[src/rtl/fir_ctrl.sv]
// fir_ctrl: sequencer for a multi-phase FIR datapath.
// Pops one sample from the input FIFO, shifts it into the delay line,
// runs NUM_PHASES accumulate phases, waits one cycle for the accumulator
// register, then holds out_valid until the consumer takes the result.
// All outputs are registered (Moore): each is decoded from the next state
// and stored alongside it, so they change only on Clk or on Reset.
// Optional feature: define FIR_CTRL_STALL_CNT_EN to add the 16-bit
// stall_cnt output counting HOLD cycles with out_ready low.

module fir_ctrl #(
    parameter int unsigned NUM_PHASES = 3
) (
    input  logic        Clk,
    input  logic        Reset,
    input  logic        enable,
    input  logic        Empty,
    output logic        PullOut,
    output logic        shift_en,
    output logic [1:0]  count,
    output logic        valid,
    output logic        acc_clr,
    output logic        acc_en,
    output logic        out_valid,
    input  logic        out_ready,
`ifdef FIR_CTRL_STALL_CNT_EN
    output logic [15:0] stall_cnt,
`endif
    output logic        busy
);

    // Index of the final MAC phase; legal NUM_PHASES is 1..4.
    localparam logic [1:0] LastPhase = 2'(NUM_PHASES - 1);

    typedef enum logic [2:0] {
        StIdle,
        StPop,
        StLoad,
        StMac,
        StDrain,
        StHold
    } state_e;

    state_e     state_q, state_d;
    logic [1:0] count_d;
    logic       pullout_d;
    logic       shift_en_d;
    logic       mac_d;
    logic       acc_clr_d;
    logic       out_valid_d;
    logic       busy_d;
    logic       start_ok;

    // A new sample may start only when requested and the FIFO has data now.
    assign start_ok = enable && !Empty;

    // Next-state and next phase-count selection.
    always_comb begin
        state_d = state_q;
        count_d = 2'd0;
        case (state_q)
            StIdle: begin
                if (start_ok) begin
                    state_d = StPop;
                end
            end
            StPop: begin
                state_d = StLoad;
            end
            StLoad: begin
                // Enter MAC with phase 0.
                state_d = StMac;
            end
            StMac: begin
                if (count == LastPhase) begin
                    state_d = StDrain;
                end else begin
                    count_d = count + 2'd1;
                end
            end
            StDrain: begin
                // Accumulator output register needs one cycle to settle.
                state_d = StHold;
            end
            StHold: begin
                // enable/Empty are only consulted at acceptance, so a sample
                // in flight always completes.
                if (out_ready) begin
                    state_d = start_ok ? StPop : StIdle;
                end
            end
            default: begin
                state_d = StIdle;
            end
        endcase
    end

    // Output decode from the next state, so the registered outputs line up
    // with the state they describe.
    always_comb begin
        pullout_d   = 1'b0;
        shift_en_d  = 1'b0;
        mac_d       = 1'b0;
        acc_clr_d   = 1'b0;
        out_valid_d = 1'b0;
        busy_d      = 1'b1;
        case (state_d)
            StIdle:  busy_d      = 1'b0;
            StPop:   pullout_d   = 1'b1;
            StLoad:  shift_en_d  = 1'b1;
            StMac: begin
                mac_d     = 1'b1;
                acc_clr_d = (count_d == 2'd0);
            end
            StDrain: busy_d      = 1'b1;
            StHold:  out_valid_d = 1'b1;
            default: busy_d      = 1'b0;
        endcase
    end

    // State and registered outputs; reset forces IDLE with all outputs low.
    always_ff @(posedge Clk or negedge Reset) begin
        if (!Reset) begin
            state_q   <= StIdle;
            PullOut   <= 1'b0;
            shift_en  <= 1'b0;
            count     <= 2'd0;
            valid     <= 1'b0;
            acc_clr   <= 1'b0;
            acc_en    <= 1'b0;
            out_valid <= 1'b0;
            busy      <= 1'b0;
        end else begin
            state_q   <= state_d;
            PullOut   <= pullout_d;
            shift_en  <= shift_en_d;
            count     <= mac_d ? count_d : 2'd0;
            valid     <= mac_d;
            acc_clr   <= acc_clr_d;
            acc_en    <= mac_d;
            out_valid <= out_valid_d;
            busy      <= busy_d;
        end
    end

`ifdef FIR_CTRL_STALL_CNT_EN
    // Count consumer back-pressure cycles; saturates, cleared only by reset.
    always_ff @(posedge Clk or negedge Reset) begin
        if (!Reset) begin
            stall_cnt <= 16'd0;
        end else if (state_q == StHold && !out_ready && stall_cnt != 16'hFFFF) begin
            stall_cnt <= stall_cnt + 16'd1;
        end
    end
`endif

`ifndef SYNTHESIS
    // A pop strobe always belongs to an active sequence.
    a_pull_busy : assert property (@(posedge Clk) disable iff (!Reset) PullOut |-> busy);
    // Accumulator clear only on the first active phase.
    a_clr_phase0 : assert property (@(posedge Clk) disable iff (!Reset)
        acc_clr |-> (valid && count == 2'd0));
`endif

endmodule
[config.mk]
export PLATFORM = sky130hd
export DESIGN_NAME = fir_ctrl
export DESIGN_NICKNAME = d
export VERILOG_FILES = /design/src/rtl/fir_ctrl.sv
export SDC_FILE = /design/constraint.sdc
export NUM_CORES = 1
export LEC_CHECK = 0
export ABC_AREA = 0
export CAP_MARGIN = 15
export CORE_AREA = 10 10 47 49
export CTS_CLUSTER_SIZE = 30
export DETAILED_ROUTE_END_ITERATION = 8
export DIE_AREA = 0 0 57 59
export DONT_BUFFER_PORTS = 1
export PLACE_DENSITY_LB_ADDON = 0.05
export SETUP_SLACK_MARGIN = 0.4
export SLEW_MARGIN = 20
export SYNTH_ARGS = -nofsm -noshare
export SYNTH_HDL_FRONTEND = slang
export SYNTH_SLANG_ARGS = --single-unit
[constraint.sdc]
create_clock -name Clk -period 1.2 [get_ports Clk]
set_input_delay 0.12 -clock Clk [delete_from_list [all_inputs] [get_ports Clk]]
set_output_delay 0.12 -clock Clk [all_outputs]
set_load 0.005 [all_outputs]
==> flow_summary.yaml <==
placed_design:
  io_buffers: 0
  dp_hpwl_um: 718
  gp_congestion: 0.719
  post-place-ws_ns: 0.137
  dp.cells: 55
logic_synthesis:
  synth_ff_type: "dfrtp_1"
  async_flop_share: 1.00
  ys_seq_area_frac: 0.596
  syn-num-nets: 44
  synth_edf_count: 0
  synth_cells: 39
  yosys_warnings: 0
  syn_area_sq_um: 462
  ys_ff_latch: 11
  yosysUniqueCellTypes: 22
  syn_area_per_cell_sq_um: 11.8
route:
  wl_per_cell_um: 17.1
  dr.pass1.iters: 2
  drtIter0Drc: 8
  vias: 329
  drtAntennaViolNets: 0
  drc: 0
  routed_via_density: 5.06
  wl_mm: 1.11
finish:
  seq_area_sq_um: 279
  final_cells: 65
  drive_above_1_share: 0.449
  n_fill_cell: 147
  fin_nets: 55
  final_common_cell: "dfrtp_1"
  fin_util: 0.432
  n_antenna_cell: 0
  syn2layout_area_growth_pct: 31.2
  multiInputGateArea_sq_um: 199
  final_cell_mix: "dfrtp_1, buf_6"
die:
  io_pins: 14
  rows: 14
  die_height_um: 59
  dieArea_sq_um: 3360
  floorplan.initialDensity: 0.329
  die_w_um: 57
  coreArea_sq_um: 1400
setup_path:
  start_kind: "flip-flop"
  r2r-end: "state_q[0]"
  r2r_cells: 3
  path_cells: "nand3b_1 -> nor2b_4 -> a21o_1"
  critPathMaxFanout: 3
  timing.rr.start: "count[0]"
  worst-endpoint-arrival_ns: 1.15
  cp_top_family: "flip-flops"
  path_buf_inv: 0
  crit_type: "reg -> reg"
  end_kind: "flip-flop"
  slowest_delay_ns: 0.38
  crit_cells: 3
  endpoint: "state_q[0]"
  r2r_slack_ns: 0.21
  cp.required_ns: 1.36
  slowest_stage: "dfrtp_1"
  startpoint: "count[0]"
pwr:
  power_switching_share: 0.360
  intPower_mw: 0.979
  ir_drop_v: 0.000788
  leakage_nw: 0.283
  powerDensity_nw_per_um2: 2530
  pwr-share-seq: 0.422
  p_sw_mw: 0.552
  combPwrFrac: 0.417
  clkPwrFrac: 0.162
clock_network:
  path_clk_slew_ns: 0.07
  cts_root_buf: "clkbuf_4"
  cts_tree: "built"
  clock_latency_ns: 0.26
  clockBufferDepth: 2
  cts-htree-levels: 1
  cts_sinks: 11
  numCtsBuffers: 3
timing:
  fmax_ghz: 1.01
  period_share: 0.827
  finalSetupViolCount: 0
  fin_ws_ns: 0.208
  rsz0062_at_grt: "true"
  relSlewSlack: 0.651
  worstMarginPinSlew_ns: 0.521
  setup_tns_ns: 0
  hold_viol_final: 0
  slew_violations: 0
  post-route-min-period_ns: 0.992
  clock_skew_ns: 0.00206
status:
  outcome: "finished, final reports clean"
min_path:
  hp-class: "in -> reg"
  holdPathStages: 2
global_route:
  grt.overflow.total: 0
  grt_pass1_vias: 358
  antenna_found_initial: 0
  grt_max_degree: 12
  grt_usage: 0.0715
  grt_pass1_wl_mm: 1.81
flow_run:
  max-cap-violations: 0
## how the worst min path moves through the flow
stage	from	endpoint
finish	Empty	PullOut
global placement	Reset	acc_en
global route	Empty	PullOut
floorplan	Reset	PullOut
detailed placement	Reset	acc_clr
CTS	Empty	PullOut
## synth_stat cells (2+ instances only)
library cell / count / share of area
a21o_1: 2 / 0.033
a21oi_1: 3 / 0.033
dfrtp_1: 11 / 0.60
nand2_1: 2 / 0.016
nor2_1: 3 / 0.024
nor4_1: 2 / 0.027
## layout make-up
class                   count  share of cell area
inverters                   1             0.00620
clock buffers               4              0.0434
multi-input cells          25               0.329
flip-flops and latches     11               0.461
repair buffers              8               0.128
well taps                  16              0.0331
## per-layer routing
layer / GRT usage / wire, um
met4: 0.0503 / 0
met1: 0.0717 / 441
met3: 0.0472 / 123
met2: 0.105 / 548
met5: 0 / 0
## cells by family (layout without fill, tap and decap cells)
family | count (synthesis) | in the layout | share of synthesized area
compound gates | 7 | 7 | 0.0921
buf+inv | 3 | 13 | 0.0352
simple gates | 18 | 18 | 0.276
flops | 11 | 11 | 0.596
## registers in the layout, indices dropped and copies added (netlist names)
signal,cells
state_q,3
busy,1
acc_clr,1
count,2
out_valid,1
acc_en,1
PullOut,1
shift_en,1
## stage by stage
step           area (sq um)  total power [mW]  hold WS [ns]
6_report                606              1.53         0.109
5_1_grt                 606              1.63         0.105
4_1_cts                 593              1.49         0.101
3_5_place_dp            484              1.05        -0.175
3_3_place_gp            484              1.05        -0.175
2_1_floorplan           468             0.955        -0.176
## power by group through the flow
stage	registers [mW]	logic [mW]	clock network, mW
2_1_floorplan	0.612	0.343	0
3_3_place_gp	0.648	0.400	0
3_5_place_dp	0.652	0.402	0
4_1_cts	0.645	0.584	0.258
5_1_grt	0.663	0.696	0.274
6_report	0.645	0.638	0.248
## timing repair
item	4_1_cts	5_1_grt
pin swaps	4	1
setup buffers	5	0
gates resized for setup	12	2
hold endpoints to repair	11	0
hold buffers	1	0
endpoints found under the setup margin	15	15
gates cloned	0	0
Note: power is estimated with default switching activity, not from simulation.
